[src/rtl/fir_decim_fifo_if.sv]
// Valid/ready sample stream from the decimating FIFO toward its consumer.
interface fir_decim_fifo_if #(
    parameter int unsigned DATA_WIDTH = 16
) ();
    logic signed [DATA_WIDTH-1:0] data;
    logic                         valid;
    logic                         ready;

    modport master (
        output data,
        output valid,
        input  ready
    );

    modport slave (
        input  data,
        input  valid,
        output ready
    );
endinterface

[src/rtl/fir_decim_fifo.sv]
// FIR output post-processing: discard the start-up transient, keep every DECIM-th sample,
// and buffer kept samples in a first-word-fall-through FIFO driving a valid/ready stream.
module fir_decim_fifo #(
    parameter int unsigned DATA_WIDTH    = 16,
    parameter int unsigned DECIM         = 4,
    parameter int unsigned PRIME_SAMPLES = 24,
    parameter int unsigned FIFO_DEPTH    = 8
) (
    input  logic                          clk,
    input  logic                          rst,
    input  logic                          enable,
    input  logic signed [DATA_WIDTH-1:0]  fir_in,
    input  logic                          phase_clr,
    fir_decim_fifo_if.master              m,
    output logic [$clog2(FIFO_DEPTH):0]   fill_level,
    output logic                          primed,
    output logic                          overflow
);

    localparam int unsigned AddrW  = $clog2(FIFO_DEPTH);
    localparam int unsigned CntW   = AddrW + 1;
    localparam int unsigned PhaseW = (DECIM > 1) ? $clog2(DECIM) : 1;
    localparam int unsigned PrimeW = (PRIME_SAMPLES > 1) ? $clog2(PRIME_SAMPLES) : 1;

    localparam logic [PrimeW-1:0] PrimeLast =
        PrimeW'((PRIME_SAMPLES > 0) ? PRIME_SAMPLES - 1 : 0);
    localparam logic [PhaseW-1:0] PhaseLast = PhaseW'(DECIM - 1);
    localparam logic [CntW-1:0]   CntFull   = CntW'(FIFO_DEPTH);

    // Priming state
    logic [PrimeW-1:0] prime_cnt_q, prime_cnt_d;
    logic              primed_q, primed_d;

    // Decimation state
    logic [PhaseW-1:0] phase_q, phase_d;
    logic [PhaseW-1:0] phase_base;
    logic              keep;

    // FIFO state
    logic [DATA_WIDTH-1:0] mem [FIFO_DEPTH];
    logic [AddrW-1:0]      wr_ptr_q, wr_ptr_d;
    logic [AddrW-1:0]      rd_ptr_q, rd_ptr_d;
    logic [CntW-1:0]       count_q, count_d;
    logic                  overflow_q, overflow_d;
    logic                  full;
    logic                  push;
    logic                  pop;

    // ------------------------------------------------------------------------
    // Priming: the strobe that completes the count is itself discarded.
    // ------------------------------------------------------------------------
    always_comb begin
        prime_cnt_d = prime_cnt_q;
        primed_d    = primed_q;
        if (!primed_q) begin
            if (PRIME_SAMPLES == 0) begin
                primed_d = 1'b1;
            end else if (enable) begin
                if (prime_cnt_q == PrimeLast) begin
                    primed_d = 1'b1;
                end else begin
                    prime_cnt_d = prime_cnt_q + PrimeW'(1);
                end
            end
        end
    end

    // ------------------------------------------------------------------------
    // Decimation: a phase_clr coinciding with a strobe makes that strobe phase 0.
    // ------------------------------------------------------------------------
    always_comb begin
        phase_d    = phase_q;
        phase_base = phase_q;
        keep       = 1'b0;
        if (primed_q) begin
            if (enable) begin
                phase_base = phase_clr ? '0 : phase_q;
                keep       = (phase_base == '0);
                phase_d    = (phase_base == PhaseLast) ? '0 : phase_base + PhaseW'(1);
            end else if (phase_clr) begin
                phase_d = '0;
            end
        end
    end

    // ------------------------------------------------------------------------
    // FIFO control: a pop frees the slot so a push into a full FIFO still succeeds.
    // ------------------------------------------------------------------------
    always_comb begin
        pop        = (count_q != '0) && m.ready;
        full       = (count_q == CntFull);
        push       = keep && (!full || pop);
        overflow_d = overflow_q | (keep && full && !pop);

        wr_ptr_d = push ? wr_ptr_q + AddrW'(1) : wr_ptr_q;
        rd_ptr_d = pop  ? rd_ptr_q + AddrW'(1) : rd_ptr_q;

        count_d = count_q;
        unique case ({push, pop})
            2'b10:   count_d = count_q + CntW'(1);
            2'b01:   count_d = count_q - CntW'(1);
            default: count_d = count_q;
        endcase
    end

    always_ff @(posedge clk) begin
        if (rst) begin
            prime_cnt_q <= '0;
            primed_q    <= 1'b0;
            phase_q     <= '0;
            wr_ptr_q    <= '0;
            rd_ptr_q    <= '0;
            count_q     <= '0;
            overflow_q  <= 1'b0;
        end else begin
            prime_cnt_q <= prime_cnt_d;
            primed_q    <= primed_d;
            phase_q     <= phase_d;
            wr_ptr_q    <= wr_ptr_d;
            rd_ptr_q    <= rd_ptr_d;
            count_q     <= count_d;
            overflow_q  <= overflow_d;
        end
    end

    // Storage needs no reset: output is masked to zero whenever the FIFO is empty.
    always_ff @(posedge clk) begin
        if (push) begin
            mem[wr_ptr_q] <= fir_in;
        end
    end

    assign m.valid    = (count_q != '0);
    assign m.data     = (count_q != '0) ? mem[rd_ptr_q] : '0;
    assign fill_level = count_q;
    assign primed     = primed_q;
    assign overflow   = overflow_q;

endmodule

[src/flat_wrapper.sv]
// flat-port wrapper written by rule: the top's interface ports become plain ports
module fir_decim_fifo_flat 
#(
    parameter int unsigned DATA_WIDTH    = 16,
    parameter int unsigned DECIM         = 4,
    parameter int unsigned PRIME_SAMPLES = 24,
    parameter int unsigned FIFO_DEPTH    = 8
)
  (clk, rst, enable, fir_in, phase_clr, fill_level, primed, overflow, m_data, m_valid, m_ready);
  fir_decim_fifo_if #(.DATA_WIDTH(DATA_WIDTH)) m_i ();
  input  logic clk;
  input  logic rst;
  input  logic enable;
  input  logic signed [DATA_WIDTH-1:0] fir_in;
  input  logic phase_clr;
  output logic [$clog2(FIFO_DEPTH):0] fill_level;
  output logic primed;
  output logic overflow;
  output wire logic [$bits(m_i.data)-1:0] m_data;
  output wire logic [$bits(m_i.valid)-1:0] m_valid;
  input wire logic [$bits(m_i.ready)-1:0] m_ready;
  assign m_data = m_i.data;
  assign m_valid = m_i.valid;
  assign m_i.ready = m_ready;
  fir_decim_fifo #(.DATA_WIDTH(DATA_WIDTH), .DECIM(DECIM), .PRIME_SAMPLES(PRIME_SAMPLES), .FIFO_DEPTH(FIFO_DEPTH)) u_core (.clk(clk), .rst(rst), .enable(enable), .fir_in(fir_in), .phase_clr(phase_clr), .m(m_i), .fill_level(fill_level), .primed(primed), .overflow(overflow));
endmodule
[config.mk]
export PLATFORM = sky130hd
export DESIGN_NAME = fir_decim_fifo_flat
export DESIGN_NICKNAME = d
export VERILOG_FILES = /design/src/rtl/fir_decim_fifo_if.sv /design/src/rtl/fir_decim_fifo.sv /design/src/flat_wrapper.sv
export SDC_FILE = /design/constraint.sdc
export NUM_CORES = 1
export LEC_CHECK = 0
export BUFFER_PORTS_ARGS = -buffer_cell sky130_fd_sc_hd__buf_2
export CAP_MARGIN = 20
export CORE_MARGIN = 2
export CORE_UTILIZATION = 25
export DETAILED_ROUTE_END_ITERATION = 7
export GPL_ROUTABILITY_DRIVEN = 1
export SKIP_CTS_REPAIR_TIMING = 1
export SLEW_MARGIN = 10
export SYNTH_ARGS = -nofsm -noshare
export SYNTH_HDL_FRONTEND = slang
export SYNTH_SLANG_ARGS = --single-unit
export TNS_END_PERCENT = 1
[constraint.sdc]
create_clock -name clk -period 3.2 [get_ports clk]
set_input_delay 0.16 -clock clk [delete_from_list [all_inputs] [get_ports clk]]
set_output_delay 0.16 -clock clk [all_outputs]
set_load 0.01 [all_outputs]
==> run_summary.xml, run 1 <==
<?xml version="1.0" encoding="UTF-8"?>
<metrics>
  <group name="worst_setup_path">
    <metric name="timing.reg2reg.worst_path_depth" unit="">9</metric>
    <metric name="timing.reg2reg.setup_slack" unit="ns">0.38</metric>
    <metric name="setup.worst_path.class" unit="">reg -&gt; reg</metric>
    <metric name="arrival_time_at_the_worst_endpoint" unit="ns">3.14</metric>
    <metric name="regToRegStartpoint" unit="">u_core.fill_level[0]$_SDFFE_PP0P_</metric>
    <metric name="r2r_end" unit="">u_core.fill_level[2]$_SDFFE_PP0P_</metric>
    <metric name="critical_path.startpoint_type" unit="">flip-flop</metric>
    <metric name="worst_setup_path_end_kind" unit="">flip-flop</metric>
    <metric name="worstPathRequired" unit="ns">3.53</metric>
    <metric name="timing.critical_path.fanout_max" unit="">10</metric>
  </group>
  <group name="layout">
    <metric name="finish.utilization" unit="%">30.9</metric>
    <metric name="final_layout_size_suffix_gt1_share" unit="%">33.0</metric>
    <metric name="flow.area_growth_from_synthesis" unit="%">21.6</metric>
    <metric name="design.final.nets" unit="">409</metric>
  </group>
  <group name="clock_network">
    <metric name="cts_made_buffers" unit="">17</metric>
    <metric name="clkTransAtPathRegs" unit="ns">0.07</metric>
    <metric name="cts.sinks" unit="">150</metric>
    <metric name="tritoncts" unit="">built</metric>
    <metric name="clkLatencyLatePin" unit="ns">0.41</metric>
    <metric name="clock_tree.buffer_depth" unit="">2</metric>
    <metric name="htree_levels" unit="">4</metric>
    <metric name="root_buffer" unit="">clkbuf_16</metric>
  </group>
  <group name="placement">
    <metric name="port_buffers" unit="">43</metric>
    <metric name="dp.final_hpwl" unit="um">7160</metric>
    <metric name="finalWeightedCongestion" unit="">0.736</metric>
  </group>
  <group name="yosys">
    <metric name="synth.net_count" unit="">349</metric>
    <metric name="synth_largest_type_area_fraction" unit="%">64.9</metric>
    <metric name="syn_avg_cell_area" unit="sq um">18.5</metric>
    <metric name="post_synthesis_instance_total" unit="">321</metric>
    <metric name="synth_sequential_area_ratio" unit="%">72.3</metric>
    <metric name="synthesis.yosys.warnings" unit="">0</metric>
    <metric name="synth-seq-cells" unit="">150</metric>
    <metric name="synth_async_sr_flop_share" unit="%">0</metric>
    <metric name="synth.cell_area" unit="sq mm">0.00592</metric>
    <metric name="count_of_distinct_cell_types_in_the_synthesized_netlist" unit="">35</metric>
    <metric name="synth.largest_area_cell" unit="">edfxtp_1</metric>
    <metric name="synth-edff-count" unit="">128</metric>
    <metric name="synth-main-ff-cell" unit="">edfxtp_1</metric>
    <metric name="yosys-top-cells-area" unit="">edfxtp_1 65%, mux4_2 12%, dfxtp_1 7.4%</metric>
  </group>
  <group name="sta">
    <metric name="final.setup_skew" unit="ns">0.00850</metric>
    <metric name="tightest_slew" unit="ns">0.609</metric>
    <metric name="pins_over_slew_limit" unit="">0</metric>
    <metric name="timing.final.crit_period" unit="ns">2.82</metric>
    <metric name="rsz0062_at_grt" unit="">false</metric>
    <metric name="report.final.setup_viol" unit="">0</metric>
    <metric name="layout_worst_path_cycle_share" unit="%">88.0</metric>
    <metric name="relSlewSlack" unit="%">59.4</metric>
    <metric name="hold_viol" unit="">0</metric>
    <metric name="clock.fmax" unit="MHz">355</metric>
    <metric name="fin_worst_hold_slack" unit="ns">0.0223</metric>
    <metric name="timing.setup.tns" unit="ns">0</metric>
  </group>
  <group name="floorplan">
    <metric name="design.portCount" unit="">44</metric>
    <metric name="die_width" unit="um">158</metric>
    <metric name="core_area" unit="sq mm">0.0233</metric>
    <metric name="rows" unit="">56</metric>
    <metric name="chipHeight" unit="um">158</metric>
    <metric name="die_area" unit="sq mm">0.0249</metric>
    <metric name="starting_density_of_the_core" unit="%">25.4</metric>
  </group>
  <group name="detailed_routing">
    <metric name="ant_nets" unit="">0</metric>
    <metric name="drt-initial-drc-count" unit="">157</metric>
    <metric name="wl_met3" unit="um">581</metric>
    <metric name="firstDrtPassIters" unit="">4</metric>
    <metric name="detailroute.via_count" unit="">3056</metric>
    <metric name="routed_via_density" unit="">4.28</metric>
    <metric name="drc" unit="">0</metric>
    <metric name="met1_length" unit="um">5430</metric>
    <metric name="wl_met2" unit="um">5820</metric>
    <metric name="top_signal_layer_used" unit="">met5</metric>
    <metric name="postRouteWirelength" unit="um">11900</metric>
    <metric name="routed_wire_length_per_instance" unit="um">16.7</metric>
  </group>
  <group name="global_route">
    <metric name="grt.overflow.total" unit="">0</metric>
    <metric name="initial_antenna_violation_count" unit="">1</metric>
    <metric name="grt_pass1_wl" unit="um">18400</metric>
    <metric name="grt_pass1_vias" unit="">3284</metric>
    <metric name="pin_count_of_the_biggest_net_entering_global_routing" unit="">33</metric>
    <metric name="globalRouteTotalUtil" unit="%">10.0</metric>
  </group>
  <group name="worst_hold_path">
    <metric name="worst_hold_endpoint" unit="">u_core.mem[7][7]$_DFFE_PP_</metric>
    <metric name="start_point_of_the_worst_hold_path" unit="">fir_in[7]</metric>
    <metric name="worst_hold_path_type" unit="">in -&gt; reg</metric>
    <metric name="hold_depth" unit="">1</metric>
  </group>
  <group name="power">
    <metric name="leakagePower" unit="nW">2.38</metric>
    <metric name="power.density_cell_area" unit="mW/mm^2">581</metric>
    <metric name="ir_worst_vdd" unit="uV">453</metric>
  </group>
  <group name="run_status">
    <metric name="outcome" unit="">completed</metric>
  </group>
  <group name="job">
    <metric name="number_of_violations_of_the_max_capacitance_limit" unit="">0</metric>
  </group>
</metrics>
==> critical path, cell delays in order, from the launching register on <==
cell     delay (ns)
dfxtp_1        0.37
or3_1          0.55
o21ai_4        0.38
ha_1           0.35
xor2_1         0.20
ha_1           0.18
a21oi_1        0.06
xor2_1         0.17
or3_1          0.32
a21oi_1        0.16
==> through the flow <==
step                      power, mW  worst slack (ns)  cells  cell area (sq um)
final                          4.18             0.384    714               7200
after detailed placement       2.21             0.439    681               6590
after global routing           4.33             0.270    713               7200
after CTS                      4.23             0.395    713               7200
after global placement         2.20             0.616    681               6590
after floorplan                2.17             0.341    321               5920
==> cells in the final DEF, fill, tap and decap left out, types with 2 or more instances in the layout <==
| master | synthesis | final |
|---|---|---|
| edfxtp_1 | 128 | 128 |
| buf_2 | 5 | 43 |
| nor2_1 | 37 | 37 |
| mux4_2 | 32 | 32 |
| dfxtp_1 | 22 | 21 |
| mux2i_1 | 19 | 19 |
| clkbuf_16 | 0 | 17 |
| buf_4 | 0 | 11 |
| xor2_1 | 9 | 9 |
| a21oi_1 | 7 | 7 |
| ha_1 | 7 | 7 |
| nand2b_1 | 5 | 5 |
| nor2b_1 | 5 | 5 |
| inv_6 | 0 | 5 |
| inv_8 | 0 | 5 |
| or3_1 | 4 | 4 |
| nor3_2 | 0 | 4 |
| nand3_1 | 4 | 4 |
| nand2_1 | 3 | 3 |
| and3_1 | 2 | 2 |
| o21ai_0 | 2 | 2 |
| a32oi_1 | 2 | 2 |
| inv_1 | 2 | 2 |
| bufinv_16 | 0 | 2 |
==> cell usage after synthesis (4+ instances only) <==
cell type	count
ha_1	7
or3_1	4
buf_2	5
nand2b_1	5
mux2i_1	19
xor2_1	9
nor2b_1	5
dfxtp_1	22
a21oi_1	7
edfxtp_1	128
nor3_1	4
clkbuf_1	4
mux4_2	32
nor2_1	37
nand3_1	4
==> final cells by class <==
class                           count  area, sq um
Timing Repair Buffer               55          318
Antenna cell                        1         2.50
Inverter                            3         13.8
Multi-Input combinational cell    154         1580
Clock inverter                     15          181
Sequential cell                   150         4290
Tap cell                          319          399
Clock buffer                       17          425
Fill cell                        2277        16100
==> cell families after synthesis <==
family	count (synthesis)	synth area share, %
and+or+nand+nor	69	5.75
xor gates and xnor gates	10	1.61
DFF	150	72.3
buffers and inverters	17	1.48
adders and majority gates	7	1.48
muxes	52	15.6
AOI/OAI and AO/OA	16	1.80
==> power breakdown <==
| group | total, mW | switching, mW | internal (mW) | leakage, nW |
|---|---|---|---|---|
| clock network | 2.02 | 0.832 | 1.19 | 0.299 |
| registers | 2.12 | 0.00232 | 2.12 | 1.33 |
| logic | 0.0421 | 0.0292 | 0.0129 | 0.757 |
| total | 4.18 | 0.863 | 3.32 | 2.38 |
==> registers in the layout, indices dropped and copies added (netlist names), named ones only <==
| register | count |
|---|---|
| u_core.mem | 128 |
| u_core.prime_cnt_q | 5 |
| u_core.fill_level | 4 |
| u_core.rd_ptr_q | 3 |
| u_core.wr_ptr_q | 3 |
| u_core.phase_q | 2 |
| u_core.overflow | 1 |
| u_core.primed | 1 |
==> worst max-delay path by stage <==
stage,from,end,depth (start not counted)
after global placement,u_core.fill_level[0]$_SDFFE_PP0P_,u_core.fill_level[3]$_SDFFE_PP0P_,6
after global routing,u_core.fill_level[0]$_SDFFE_PP0P_,u_core.fill_level[2]$_SDFFE_PP0P_,9
after detailed placement,u_core.fill_level[0]$_SDFFE_PP0P_,u_core.fill_level[2]$_SDFFE_PP0P_,9
after floorplan,u_core.phase_q[0]$_SDFFE_PP0P_,u_core.mem[0][0]$_DFFE_PP_,5
after CTS,u_core.fill_level[0]$_SDFFE_PP0P_,u_core.fill_level[2]$_SDFFE_PP0P_,9
final,u_core.fill_level[0]$_SDFFE_PP0P_,u_core.fill_level[2]$_SDFFE_PP0P_,9
==> metal layers <==
| metal | up-vias | global-route usage, % |
|---|---|---|
| li1 | 1390 | - |
| met1 | 1592 | 13.0 |
| met2 | 64 | 16.6 |
| met3 | 8 | 2.79 |
| met4 | 2 | 2.47 |
| met5 | - | 0 |
No activity file was read; power rests on OpenSTA's default activity.
==> run 2: changes to the inputs <==
ABC_AREA = 1   (was default)
==> run_summary.xml, run 2 <==
<?xml version="1.0" encoding="UTF-8"?>
<metrics>
  <group name="placement">
    <metric name="post-place-ws" unit="ns">0.781</metric>
    <metric name="port_buffers" unit="">43</metric>
    <metric name="dp.final_hpwl" unit="um">8490</metric>
    <metric name="finalWeightedCongestion" unit="">0.758</metric>
  </group>
  <group name="sta">
    <metric name="final.setup_skew" unit="ns">0.00936</metric>
    <metric name="timing.final.crit_period" unit="ns">2.40</metric>
    <metric name="post-route-worst-setup-slack" unit="ns">0.805</metric>
    <metric name="layout_worst_path_cycle_share" unit="%">74.9</metric>
    <metric name="clock.fmax" unit="MHz">417</metric>
    <metric name="timing.setup.tns" unit="ns">0</metric>
    <metric name="report.final.setup_viol" unit="">0</metric>
    <metric name="hold_viol" unit="">0</metric>
    <metric name="pins_over_slew_limit" unit="">0</metric>
    <metric name="tightest_slew" unit="ns">0.957</metric>
    <metric name="rsz0062_at_grt" unit="">false</metric>
    <metric name="relSlewSlack" unit="%">36.1</metric>
  </group>
  <group name="yosys">
    <metric name="post_synthesis_instance_total" unit="">525</metric>
    <metric name="synth.net_count" unit="">553</metric>
    <metric name="count_of_distinct_cell_types_in_the_synthesized_netlist" unit="">26</metric>
    <metric name="synth-seq-cells" unit="">150</metric>
    <metric name="synth_sequential_area_ratio" unit="%">70.2</metric>
    <metric name="synth-main-ff-cell" unit="">edfxtp_1</metric>
    <metric name="synth_async_sr_flop_share" unit="%">0</metric>
    <metric name="yosys-top-cells-area" unit="">edfxtp_1 63%, nor2_1 8.0%, dfxtp_1 7.2%</metric>
    <metric name="synth_commonest_cells" unit="">130 x nor2_1, 128 x edfxtp_1, 59 x o21ai_0, 43 x nand2_1, 22 x dfxtp_1</metric>
    <metric name="synth.cell_area" unit="sq mm">0.00610</metric>
    <metric name="syn_avg_cell_area" unit="sq um">11.6</metric>
    <metric name="synth_largest_type_area_fraction" unit="%">63.0</metric>
    <metric name="synthesis.yosys.warnings" unit="">0</metric>
    <metric name="synth.largest_area_cell" unit="">edfxtp_1</metric>
    <metric name="synth-edff-count" unit="">128</metric>
    <metric name="post-synth-top-count-cell" unit="">nor2_1</metric>
  </group>
  <group name="job">
    <metric name="number_of_violations_of_the_max_capacitance_limit" unit="">0</metric>
  </group>
  <group name="power">
    <metric name="internal-power" unit="mW">3.94</metric>
    <metric name="seq_power_share" unit="%">38.5</metric>
    <metric name="ir_worst_vdd" unit="uV">376</metric>
    <metric name="switching_share" unit="%">32.7</metric>
    <metric name="leakagePower" unit="nW">2.60</metric>
    <metric name="comb_power_share" unit="%">27.7</metric>
    <metric name="netsw" unit="mW">1.91</metric>
    <metric name="power.density_cell_area" unit="mW/mm^2">801</metric>
    <metric name="clock_share_of_power" unit="%">33.8</metric>
    <metric name="totalPowerFinal" unit="mW">5.85</metric>
  </group>
  <group name="clock_network">
    <metric name="clkLatencyLatePin" unit="ns">0.41</metric>
    <metric name="clock_tree.buffer_depth" unit="">2</metric>
    <metric name="root_buffer" unit="">clkbuf_16</metric>
    <metric name="tritoncts" unit="">built</metric>
    <metric name="clkTransAtPathRegs" unit="ns">0.06</metric>
    <metric name="cts.sinks" unit="">150</metric>
    <metric name="cts_made_buffers" unit="">17</metric>
    <metric name="htree_levels" unit="">4</metric>
  </group>
  <group name="floorplan">
    <metric name="rows" unit="">57</metric>
    <metric name="design.portCount" unit="">44</metric>
    <metric name="die_area" unit="sq mm">0.0257</metric>
    <metric name="die_width" unit="um">160</metric>
    <metric name="core_area" unit="sq mm">0.0241</metric>
    <metric name="starting_density_of_the_core" unit="%">25.3</metric>
    <metric name="chipHeight" unit="um">160</metric>
  </group>
  <group name="run_status">
    <metric name="outcome" unit="">completed</metric>
  </group>
  <group name="layout">
    <metric name="flow.area_growth_from_synthesis" unit="%">19.7</metric>
    <metric name="layout_commonest_cell" unit="">nor2_1</metric>
    <metric name="largest_register_ff_count" unit="">128</metric>
    <metric name="most-common-layout-cells" unit="">130 x nor2_1, 128 x edfxtp_1, 59 x o21ai_0</metric>
    <metric name="regMostFlops" unit="">u_core.mem</metric>
    <metric name="design.final.nets" unit="">608</metric>
    <metric name="antenna-diode-count" unit="">0</metric>
    <metric name="final_layout_size_suffix_gt1_share" unit="%">16.6</metric>
  </group>
  <group name="worst_hold_path">
    <metric name="worst_hold_path_type" unit="">in -&gt; reg</metric>
  </group>
  <group name="global_route">
    <metric name="initial_antenna_violation_count" unit="">0</metric>
    <metric name="grt_pass1_wl" unit="um">21500</metric>
    <metric name="pin_count_of_the_biggest_net_entering_global_routing" unit="">41</metric>
    <metric name="globalRouteTotalUtil" unit="%">10.9</metric>
    <metric name="grt.overflow.total" unit="">0</metric>
    <metric name="grt_pass1_vias" unit="">3961</metric>
  </group>
  <group name="worst_setup_path">
    <metric name="arrival_time_at_the_worst_endpoint" unit="ns">2.70</metric>
    <metric name="setup.worst_path.class" unit="">reg -&gt; reg</metric>
    <metric name="worst_setup_path_end_kind" unit="">flip-flop</metric>
    <metric name="timing.reg2reg.setup_slack" unit="ns">0.80</metric>
    <metric name="worstPathRequired" unit="ns">3.51</metric>
    <metric name="timing.critical_path.fanout_max" unit="">18</metric>
    <metric name="critical_path.startpoint_type" unit="">flip-flop</metric>
  </group>
  <group name="detailed_routing">
    <metric name="ant_nets" unit="">0</metric>
    <metric name="postRouteWirelength" unit="um">13500</metric>
    <metric name="drt-initial-drc-count" unit="">386</metric>
    <metric name="detailroute.via_count" unit="">3994</metric>
    <metric name="routed_wire_length_per_instance" unit="um">14.8</metric>
    <metric name="routed_via_density" unit="">4.37</metric>
    <metric name="firstDrtPassIters" unit="">4</metric>
    <metric name="drc" unit="">0</metric>
  </group>
</metrics>
==> run 2: worst max-delay path: stages (launching register included) <==
cell and delay (ns):
dfxtp_1 0.35, nor2_2 0.15, nand3_2 0.40, nand2_1 0.24
inv_2 0.10, ha_1 0.25, nand2_1 0.08, inv_1 0.04
nor2_1 0.13, ha_1 0.17, a21oi_1 0.05, xnor2_1 0.13
o21ai_0 0.14, inv_1 0.05
==> run 2: layout make-up <==
cell class	count	area, sq um
Sequential cell	150	4290
Clock inverter	12	154
Fill cell	2498	16800
Inverter	23	86.3
Multi-Input combinational cell	328	1600
Clock buffer	18	429
Timing Repair Buffer	60	343
Tap cell	324	405
==> run 2: power groups by stage <==
stage | Combinational [mW] | Clock [mW] | Sequential, mW
2_1_floorplan | 1.14 | 0 | 2.26
3_3_place_gp | 1.64 | 0 | 2.29
3_5_place_dp | 1.66 | 0 | 2.29
4_1_cts | 1.66 | 2.02 | 2.25
5_1_grt | 1.84 | 2.10 | 2.26
6_report | 1.62 | 1.98 | 2.25
==> run 2: cells by family after synthesis <==
logic type | Yosys count | share of synthesized area [%]
and+or+nand+nor | 193 | 12.4
DFF | 150 | 70.2
AOI/OAI and AO/OA | 121 | 11.0
buffers and inverters | 47 | 3.92
xor gates and xnor gates | 7 | 1.01
adders and majority gates | 7 | 1.44
==> run 2: through the flow <==
step | hold slack [ns] | instance area, sq um | util [%] | cells
after floorplan | 0.259 | 6100 | - | 525
after global placement | 0.438 | 6720 | 27.9 | 885
after detailed placement | 0.436 | 6720 | 27.9 | 885
after CTS | -0.0000788 | 7300 | 30.3 | 915
after global routing | 0.00452 | 7300 | 30.3 | 915
final | 0.00943 | 7300 | 30.3 | 915
==> run 2: path summary, 6_finish.rpt <==
check	from	end	cells after the start
worst max-delay path	u_core.fill_level[0]$_SDFFE_PP0P_	u_core.fill_level[2]$_SDFFE_PP0P_	13
worst min-delay path	fir_in[6]	u_core.mem[0][6]$_DFFE_PP_	1
worst max register to register	u_core.fill_level[0]$_SDFFE_PP0P_	u_core.fill_level[2]$_SDFFE_PP0P_	13
worst min register to register	u_core.rd_ptr_q[2]$_SDFFE_PP0P_	u_core.rd_ptr_q[2]$_SDFFE_PP0P_	2
==> run 2: metal layers <==
| layer | vias up | track usage [%] | wire [um] |
|---|---|---|---|
| li1 | 1967 | - | - |
| met2 | 91 | 18.1 | 6670 |
| met5 | - | 0 | 0 |
| met3 | 8 | 2.99 | 587 |
| met4 | 0 | 4.26 | 126 |
| met1 | 1928 | 13.5 | 6150 |
